<file path="config.mk">
export PLATFORM = sky130hd
export DESIGN_NAME = alu_seq
export DESIGN_NICKNAME = d
export VERILOG_FILES = /design/src/rtl/alu_pkg.sv /design/src/rtl/alu_mul_iter.sv /design/src/rtl/alu_seq.sv
export SDC_FILE = /design/constraint.sdc
export NUM_CORES = 1
export LEC_CHECK = 0
export CAP_MARGIN = 0
export CELL_PAD_IN_SITES_DETAIL_PLACEMENT = 0
export CELL_PAD_IN_SITES_GLOBAL_PLACEMENT = 2
export CORE_ASPECT_RATIO = 0.7
export CORE_UTILIZATION = 37
export CTS_CLUSTER_DIAMETER = 100
export DETAILED_ROUTE_END_ITERATION = 6
export MAX_ROUTING_LAYER = met4
export PLACE_DENSITY = 0.81
export RECOVER_POWER = 25
export SYNTH_ARGS = -nofsm -noshare
export SYNTH_HDL_FRONTEND = slang
export SYNTH_SLANG_ARGS = --single-unit
</file>
<file path="constraint.sdc">
create_clock -name clk -period 4.9 [get_ports clk]
set_clock_uncertainty 0.15 [all_clocks]
set_input_delay 0.98 -clock clk [delete_from_list [all_inputs] [get_ports clk]]
set_output_delay 0.98 -clock clk [all_outputs]
set_load 0.02 [all_outputs]
</file>
<file path="src/rtl/alu_pkg.sv">
// Shared types for the sequential ALU: op encoding, flag layout and FSM states.
package alu_pkg;

  typedef enum logic [2:0] {
    OP_ADD = 3'd0,
    OP_SUB = 3'd1,
    OP_AND = 3'd2,
    OP_OR  = 3'd3,
    OP_SLL = 3'd4,
    OP_SRA = 3'd5,
    OP_MUL = 3'd6,
    OP_XOR = 3'd7
  } alu_op_e;

  typedef struct packed {
    logic zero;
    logic neg;
    logic carry;
    logic ovf;
  } alu_flags_t;

  localparam int FLAG_ZERO  = 3;
  localparam int FLAG_NEG   = 2;
  localparam int FLAG_CARRY = 1;
  localparam int FLAG_OVF   = 0;

  typedef enum logic [1:0] {
    ST_IDLE = 2'd0,
    ST_MUL  = 2'd1,
    ST_HOLD = 2'd2
  } alu_state_e;

endpackage

</file>
<file path="src/rtl/alu_mul_iter.sv">
// Iterative radix-2 Booth signed multiplier: one add/sub-and-shift per cycle,
// WIDTH cycles per product; done and prod are valid during the final step.
module alu_mul_iter #(
  parameter int WIDTH = 16
) (
  input  logic               clk,
  input  logic               rst_n,
  input  logic               start,
  input  logic [WIDTH-1:0]   lhs,
  input  logic [WIDTH-1:0]   rhs,
  output logic               done,
  output logic [2*WIDTH-1:0] prod
);

  localparam int CW = $clog2(WIDTH);

  logic [WIDTH:0]   acc_q, acc_d, mcand_q, sum;
  logic [WIDTH-1:0] mpr_q, mpr_d;
  logic             qm1_q, qm1_d;
  logic             busy_q;
  logic [CW-1:0]    cnt_q;

  // The accumulator carries one guard bit so adding/subtracting the most
  // negative multiplicand can never wrap before the arithmetic shift.
  always_comb begin
    sum = acc_q;
    case ({mpr_q[0], qm1_q})
      2'b01:   sum = acc_q + mcand_q;
      2'b10:   sum = acc_q - mcand_q;
      default: sum = acc_q;
    endcase
    {acc_d, mpr_d, qm1_d} = {sum[WIDTH], sum, mpr_q};
  end

  assign done = busy_q && (cnt_q == CW'(WIDTH - 1));
  assign prod = {acc_d[WIDTH-1:0], mpr_d};

  always_ff @(posedge clk or negedge rst_n) begin
    if (!rst_n) begin
      acc_q   <= '0;
      mcand_q <= '0;
      mpr_q   <= '0;
      qm1_q   <= 1'b0;
      busy_q  <= 1'b0;
      cnt_q   <= '0;
    end else if (start) begin
      acc_q   <= '0;
      mcand_q <= {lhs[WIDTH-1], lhs};
      mpr_q   <= rhs;
      qm1_q   <= 1'b0;
      busy_q  <= 1'b1;
      cnt_q   <= '0;
    end else if (busy_q) begin
      acc_q <= acc_d;
      mpr_q <= mpr_d;
      qm1_q <= qm1_d;
      cnt_q <= cnt_q + CW'(1);
      if (done) begin
        busy_q <= 1'b0;
      end
    end
  end

endmodule

</file>
<file path="src/rtl/alu_seq.sv">
// Handshaked ALU: single-cycle ops register on the accept edge, MUL runs on the
// iterative multiplier; one op in flight, result held until the consumer takes it.
module alu_seq
  import alu_pkg::*;
#(
  parameter int WIDTH = 16
) (
  input  logic             clk,
  input  logic             rst_n,
  input  logic             in_valid,
  output logic             in_ready,
  input  logic [2:0]       op,
  input  logic [WIDTH-1:0] lhs,
  input  logic [WIDTH-1:0] rhs,
  output logic             out_valid,
  input  logic             out_ready,
  output logic [WIDTH-1:0] result,
  output logic [3:0]       flags
);

  localparam int SHW = $clog2(WIDTH);

  alu_state_e       state_q, state_d;
  logic [WIDTH-1:0] result_q, result_d;
  alu_flags_t       flags_q, flags_d;

  alu_op_e          opE;
  logic             accept;
  logic             mulStart, mulDone, mulOvf;
  logic [2*WIDTH-1:0] mulProd;

  logic [WIDTH-1:0] addB, dpRes, ldRes;
  logic [WIDTH:0]   addSum;
  logic             addCin, dpCarry, dpOvf, ldCarry, ldOvf, load;

  assign opE       = alu_op_e'(op);
  assign in_ready  = (state_q == ST_IDLE) || ((state_q == ST_HOLD) && out_ready);
  assign accept    = in_valid && in_ready;
  assign out_valid = (state_q == ST_HOLD);
  assign result    = result_q;
  assign flags     = flags_q;

  // SUB reuses the adder as lhs + ~rhs + 1, so carry means "no borrow".
  always_comb begin
    addB    = (opE == OP_SUB) ? ~rhs : rhs;
    addCin  = (opE == OP_SUB);
    addSum  = {1'b0, lhs} + {1'b0, addB} + {{WIDTH{1'b0}}, addCin};
    dpRes   = '0;
    dpCarry = 1'b0;
    dpOvf   = 1'b0;
    case (opE)
      OP_ADD, OP_SUB: begin
        dpRes   = addSum[WIDTH-1:0];
        dpCarry = addSum[WIDTH];
        dpOvf   = (lhs[WIDTH-1] == addB[WIDTH-1]) && (addSum[WIDTH-1] != lhs[WIDTH-1]);
      end
      OP_AND:  dpRes = lhs & rhs;
      OP_OR:   dpRes = lhs | rhs;
      OP_XOR:  dpRes = lhs ^ rhs;
      OP_SLL:  dpRes = lhs << rhs[SHW-1:0];
      OP_SRA:  dpRes = $unsigned($signed(lhs) >>> rhs[SHW-1:0]);
      default: dpRes = '0;
    endcase
  end

  assign mulOvf = (mulProd[2*WIDTH-1:WIDTH] != {WIDTH{mulProd[WIDTH-1]}});

  always_comb begin
    state_d  = state_q;
    result_d = result_q;
    flags_d  = flags_q;
    mulStart = 1'b0;
    load     = 1'b0;
    ldRes    = dpRes;
    ldCarry  = dpCarry;
    ldOvf    = dpOvf;
    case (state_q)
      ST_IDLE, ST_HOLD: begin
        if (accept) begin
          if (opE == OP_MUL) begin
            state_d  = ST_MUL;
            mulStart = 1'b1;
          end else begin
            state_d = ST_HOLD;
            load    = 1'b1;
          end
        end else if ((state_q == ST_HOLD) && out_ready) begin
          state_d = ST_IDLE;
        end
      end
      ST_MUL: begin
        if (mulDone) begin
          state_d = ST_HOLD;
          load    = 1'b1;
          ldRes   = mulProd[WIDTH-1:0];
          ldCarry = 1'b0;
          ldOvf   = mulOvf;
        end
      end
      default: state_d = ST_IDLE;
    endcase
    if (load) begin
      result_d      = ldRes;
      flags_d.zero  = (ldRes == '0);
      flags_d.neg   = ldRes[WIDTH-1];
      flags_d.carry = ldCarry;
      flags_d.ovf   = ldOvf;
    end
  end

  always_ff @(posedge clk or negedge rst_n) begin
    if (!rst_n) begin
      state_q  <= ST_IDLE;
      result_q <= '0;
      flags_q  <= '0;
    end else begin
      state_q  <= state_d;
      result_q <= result_d;
      flags_q  <= flags_d;
    end
  end

  alu_mul_iter #(.WIDTH(WIDTH)) u_mul (
    .clk   (clk),
    .rst_n (rst_n),
    .start (mulStart),
    .lhs   (lhs),
    .rhs   (rhs),
    .done  (mulDone),
    .prod  (mulProd)
  );

endmodule
</file>
# After elaboration in Yosys (flattened, before gate mapping)
# Index checks and enable logic that the tools add are counted.
[word_totals]
romBits = 0
output_inout_bits = 22
in_bits = 39
elab_cells = 86
ram_bits = 0
latchBits = 0
register_bits = 77
mem_count = 0
[classes]
div = 0
muxes = 34
eq_ne = 17
n_lt_le_gt_ge = 0
addsub = 5
shift = 2
bitwise = 4
multipliers = 0
reduce_logical = 12
[op_table]
columns = ["op", "n"]
rows = [
  ["16-bit one-hot mux with 6 select lines", 1],
  ["16-bit two-way mux", 5],
  ["17-bit two-way mux", 2],
  ["17-bit one-hot mux with 2 select lines", 1],
  ["16-bit by 16-bit adder with 17-bit output", 1],
  ["17-bit by 1-bit adder with 17-bit output", 1],
  ["17-bit adder", 1],
  ["1-bit two-way mux", 17],
  ["17-bit subtractor", 1],
  ["16-bit AND", 1],
  ["16-bit logical NOT", 1],
  ["16-bit inequality test", 1],
  ["16-bit NOT", 1],
  ["16-bit OR", 1],
  ["16-bit by 4-bit << shifter with 16-bit output", 1],
  ["16-bit by 4-bit >>> shifter with 16-bit output", 1],
  ["16-bit XOR", 1],
  ["3-bit == test (second input constant)", 4],
  ["2-bit two-way mux", 4],
  ["4-bit two-way mux", 2],
  ["3-bit by 2-bit == test with 1-bit output (second input constant)", 2],
  ["4-bit by 1-bit adder with 4-bit output (second input constant)", 1],
  ["2-bit by 1-bit == test with 1-bit output (second input constant)", 2],
  ["2-bit == test (second input constant)", 2],
  ["other kinds (15)", 19],
]

# Logic depth before layout (Yosys ltp)
# Gate-level depths: netlist (run 1).
[logic_depth]
depth_word = 9
ltp_mapped = 20
mapped_depth_nobuf = 16

# Cells and area by module
# From an unflattened synthesis (run 1), not the netlist that was laid out.
[hier_totals]
hier_cells = 1052
area_unflattened_um2 = 8724.6
[modules_own_cells]
columns = ["mod", "area_per_inst_um2", "n_inst", "seq_area_each_um2", "cells_each"]
rows = [
  ["alu_seq", 4839.6, 1, 525.5, 620],
  ["alu_mul_iter", 3885.0, 1, 1351.3, 432],
]

# Worst setup path before layout (run 1)
# Ideal clock, no wire load.
[synth_path]
path_type = "input to register"
start = "input op[2]"
end = "register flags_q (netlist bit flags[3])"
path_slack_ns = 0.198
n_path_buf = 4
arrival_time_ns = 4.487
setup_time_ns = 0.065
required_ns = 4.685
path_stages = 18
path_cell_list = "buf_6 > buf_2 > nor2_1 > clkbuf_1 > and2_1 > clkbuf_1 > xnor2_1 > fa_1 > a211oi_1 > o21bai_1 > nor4_1 > o21ai_1 > a311oi_1 > mux2i_1 > o21ai_1 > nor4_1 > nand2_1 > nand2_1"
[synth_between]
elab_chain_cells = 8
elab_cells_between_ends = 19
cone_classes = "add/sub (2); eq/ne (7); mux (7); reduce/logical (3)"
[synth_rtl]
columns = ["element", "line_no", "rtl"]
rows = [
  ["start, declared", "alu_seq.sv:12", "input logic [2:0] op,"],
  ["3-bit by 1-bit == test with 1-bit output", "alu_seq.sv:45, alu_seq.sv:46, alu_seq.sv:51", ""],
  ["16-bit two-way mux", "alu_seq.sv:45", "addB = (opE == OP_SUB) ? ~rhs : rhs;"],
  ["16-bit by 16-bit adder with 17-bit output", "alu_seq.sv:47", "addSum = {1'b0, lhs} + {1'b0, addB} + {{WIDTH{1'b0}}, addCin};"],
  ["17-bit by 1-bit adder with 17-bit output", "alu_seq.sv:47", ""],
  ["16-bit one-hot mux with 6 select lines", "alu_seq.sv:51", "case (opE)"],
  ["16-bit two-way mux", "alu_seq.sv:92", "if (mulDone) begin"],
  ["16-bit two-way mux", "alu_seq.sv:77", "case (state_q)"],
  ["16-bit logical NOT", "alu_seq.sv:104", "flags_d.zero = (ldRes == '0);"],
  ["end signal, assigned", "alu_seq.sv:119", "flags_q <= flags_d;"],
  ["end, declared", "alu_seq.sv:25", "alu_flags_t flags_q, flags_d;"],
]
# Parallel ways exist; a longest one is shown, timed or not.
# A chain may end at the register's enable or synchronous reset.

# Worst setup path after layout (run 1)
[layout_path]
start = "register u_mul.mcand_q[3]"
end = "register flags_q (netlist bit flags[0])"
[layout_between]
elab_chain_cells = 5
elab_cells_between_ends = 6
cone_classes = "add/sub (2); eq/ne (1); mux (3)"
[layout_rtl]
columns = ["element", "line_no", "rtl"]
rows = [
  ["start, declared", "alu_mul_iter.sv:17", "logic [WIDTH:0] acc_q, acc_d, mcand_q, sum;"],
  ["start signal, assigned", "alu_mul_iter.sv:48", "mcand_q <= {lhs[WIDTH-1], lhs};"],
  ["17-bit subtractor / 17-bit adder (equally long branches)", "alu_mul_iter.sv:29, alu_mul_iter.sv:28", ""],
  ["17-bit one-hot mux with 2 select lines *", "alu_mul_iter.sv:27", "case ({mpr_q[0], qm1_q})"],
  ["16-bit inequality test *", "alu_seq.sv:66", "assign mulOvf = (mulProd[2*WIDTH-1:WIDTH] != {WIDTH{mulProd[WIDTH-1]}});"],
  ["1-bit two-way mux *", "alu_seq.sv:92", ""],
  ["1-bit two-way mux *", "alu_seq.sv:77", ""],
]
# Mark *: on every way between the ends. The rest lies on a longest branch, timed or not.

==> results of run 1 <==
-- worst max-delay path, cell delays in order (launching register included) --
cell,delay [ns]
dfrtp_1,0.42
or4_4,0.57
nor4_4,0.23
and3_2,0.26
a21oi_1,0.08
xnor2_1,0.19
ha_1,0.32
a21o_1,0.20
a21o_1,0.19
or4_1,0.41
o211ai_2,0.19
and3_1,0.19
nor3_2,0.05
xor2_1,0.16
or3_1,0.37
o22ai_1,0.18
a31oi_1,0.10
-- per-layer routing --
metal / routed length [um] / part of all wire [%] / vias to the layer above
li1: - / - / 3670
met1: 14700 / 52 / 3694
met2: 10500 / 37 / 292
met3: 3040 / 11 / 18
met4: 188 / 0.66 / 0
met5: 0 / 0 / -
-- state kept, by name, summed over array words and instances (netlist names) --
register,count
u_mul.acc_q,16
u_mul.mpr_q,16
u_mul.cnt_q,4
flags,3
u_mul.qm1_q,1
u_mul.mcand_q,16
u_mul.busy_q,1
result,16
state_q,2
-- where the power goes --
part | internal, W | switching (W)
combinational | 0.00146 | 0.00186
clock | 0.000396 | 0.000277
sequential | 0.000873 | 0.000272
total | 0.00273 | 0.00241
-- cell usage after synthesis, types with 14 or more instances --
master and n:
dfrtp_1 75, nor3_1 18, a211oi_1 17, a21o_1 15
nand3_1 19, o21ai_0 69, nor2_1 96, mux4_2 23
clkbuf_1 34, a21oi_1 57, inv_1 51, mux2_2 14
ha_1 67, nand2_1 106, xnor2_1 40, mux2i_1 49
-- final cells by class --
type	count	share of cell area, %
diodes	1	0.0264
clock buffers	10	2.41
inverters	53	2.10
flip-flops and latches	75	19.8
repair buffers	116	10.6
multi-input cells	784	60.7
clock inverters	6	0.686
well taps	276	3.64
-- cells by family after synthesis --
kind of cell | after synthesis | synth area share, %
buffers and inverters | 111 | 5.81
AO/OA/AOI/OAI | 255 | 20.6
multiplexers | 93 | 15.8
AND/OR/NAND/NOR | 314 | 18.1
flip-flops | 75 | 23.2
XOR/XNOR | 53 | 5.73
adder cells (fa/ha/maj) | 69 | 10.8
-- layout by cell type (no fill, tap or decap), types with 4 or more instances in the layout --
| cell | instances |
|---|---|
| nand4_1 | 6 |
| a21oi_1 | 57 |
| and2_1 | 6 |
| nor2b_1 | 8 |
| xnor2_1 | 40 |
| clkbuf_16 | 9 |
| nor3_1 | 18 |
| a22o_1 | 13 |
| nand2_1 | 106 |
| a22oi_1 | 5 |
| or3_1 | 4 |
| xor2_1 | 13 |
| and3_1 | 8 |
| nand2b_1 | 8 |
| dfrtp_1 | 74 |
| o21ai_1 | 8 |
| or2_2 | 4 |
| a221oi_1 | 7 |
| clkdlybuf4s50_1 | 57 |
| a31oi_1 | 9 |
| mux2i_1 | 49 |
| ha_1 | 67 |
| a21o_1 | 15 |
| nor2_1 | 95 |
| mux2_2 | 14 |
| a41o_1 | 6 |
| o221ai_1 | 4 |
| buf_4 | 56 |
| nor4_1 | 8 |
| o21ai_0 | 69 |
| nand3_1 | 19 |
| nor3b_1 | 6 |
| inv_1 | 51 |
| a211oi_1 | 17 |
| mux4_2 | 23 |
-- worst max-delay path by stage --
stage / slack, ns / depth (start not counted) / start / end
6_report: 0.47 / 16 / u_mul.mcand_q[3]$_DFFE_PN0P_ / flags[0]$_DFFE_PN0P_
5_1_grt: 0.11 / 16 / u_mul.mcand_q[3]$_DFFE_PN0P_ / flags[0]$_DFFE_PN0P_
4_1_cts: 0.42 / 16 / u_mul.mcand_q[3]$_DFFE_PN0P_ / flags[0]$_DFFE_PN0P_
3_5_place_dp: 0.15 / 16 / op[2] / flags[3]$_DFFE_PN0P_
3_3_place_gp: 0.20 / 16 / op[2] / flags[3]$_DFFE_PN0P_
2_1_floorplan: 0.20 / 18 / op[2] / flags[3]$_DFFE_PN0P_
-- through the flow --
step                      utilization, %  hold WS (ns)
after floorplan                        -         0.336
after global placement              43.6         0.299
after detailed placement            43.6         0.305
after CTS                           45.0         0.319
after global routing                45.0         0.336
final                               45.0         0.312
==> run metrics, run 1 <==
status=complete, but fails checks; failing checks=max-capacitance violations, max-slew violations; Hold Path Class=reg2reg; post-route insts no fill=1,321; multi-input logic area=between 5000 and 6000 um^2; Post-Syn Area=between 8000 and 9000 um^2; Required @ worst endpoint=4.93 ns; crit path DAT=about 4.5 ns; Critical R2R Capture=flags[0]$_DFFE_PN0P_; PortBufs=60; DR pass1 iterations=5; Worst slew margin=-26.8%; crit path max fanout=5; synthesis-stage register bit count=75; dominant cells by area after synthesis=dfrtp_1, ha_1, mux4_2; cts repair resizes=0; pwr dens=542 nW/um^2; post-CTS setup buffers=0; Top FF cell, synth=dfrtp_1; Syn Nets=1,078; row count=44; fillcell total=2,136; pre-CTS setup slack=0.146 ns; Synth cell types=roughly 80; Synth Warn #=0; hold depth=2; IO Count=61; WL final=approximately 28,000 um; Critical Path Sink Type=flip-flop; PnR worst setup slack=roughly 0.47 ns; WL/cell=21.5 um; reg2reg start=u_mul.mcand_q[3]$_DFFE_PN0P_; Worst Reg-to-Reg Cells=16; post-layout min period=roughly 4.4 ns; Async SR Flop Fraction=100%; hold_buf cts=0; drt drc=0; Worst Hold End=result[10]$_DFFE_PN0P_; pin count of the biggest net entering global routing=76; worst vdd ir=between 0.0003 and 0.0004 V; post-synth top area share=23.2%; hpwl dp=22,200 um; worst-margin pin slew=1.90 ns; grt ovf=0; Post-Synthesis Cells=970; Final setup viols=0; Post-synth EDFFs=0; Slew Limit Fails=76; post-route cell area=9480 um^2; Root Buffer=clkbuf_16; clk buf depth=2; power consumption=0.00514 W; placed instance area=between 9000 and 10,000 um^2; Die W=179 um; starting DRC count in detailed routing=681; HP Start=result[10]$_DFFE_PN0P_; GRT met2 Usage=33.0%; met3 GRT Util=9.60%; first-pass GRT wire length=44,400 um; final-report hold violation count=0; Leak Pwr=4.22 nW; Final Wtd Congestion=0.945; area leader, netlist=dfrtp_1; antenna violations before repair=1; Core Region=~21,000 um^2; area grow syn2layout=17.1%; nets=roughly 1,100; RSZ-0062 raised after global routing=no; FF+latch area=between 1500 and 2000 um^2; Num CTS Buffers=9; kind of start point of the critical path=flip-flop; CTS tree=built; H-tree depth=3; placed cell count=1,304; Initial Utilization=38.4%; setup slack, reg-to-reg=approximately 0.47 ns; number of global-route vias before repair=7,102; Clock transition at path regs=roughly 0.06 ns; busiest grt layer=met1; Avg Synthesized Cell Area=~8.3 um^2; Worst-Skew Late Latency=0.34 ns; Clock Sinks=75; max_cap viols=1; antenna viol nets, final=0; die area=around 22,000 um^2; vias=~7,700; share of cells above drive strength 1=13.0%; GRT Util Overall=around 27%; Die Y=126 um; critical path class=reg2reg; fmax=226 MHz; Seq/Total Area, Yosys=23.2%; Tcrit/Tclk final=90.4%; GR Util met1=41.6%; total negative slack=0 ns; via/cell ratio=5.81
No activity file was read; power rests on OpenSTA's default activity.
==> run 2, diff against run 1 <==
- CAP_MARGIN: 0 -> default
- HOLD_SLACK_MARGIN: default -> 0.15
==> results of run 2 <==
Final layout, timing and power as in run 1 (identical DEF).
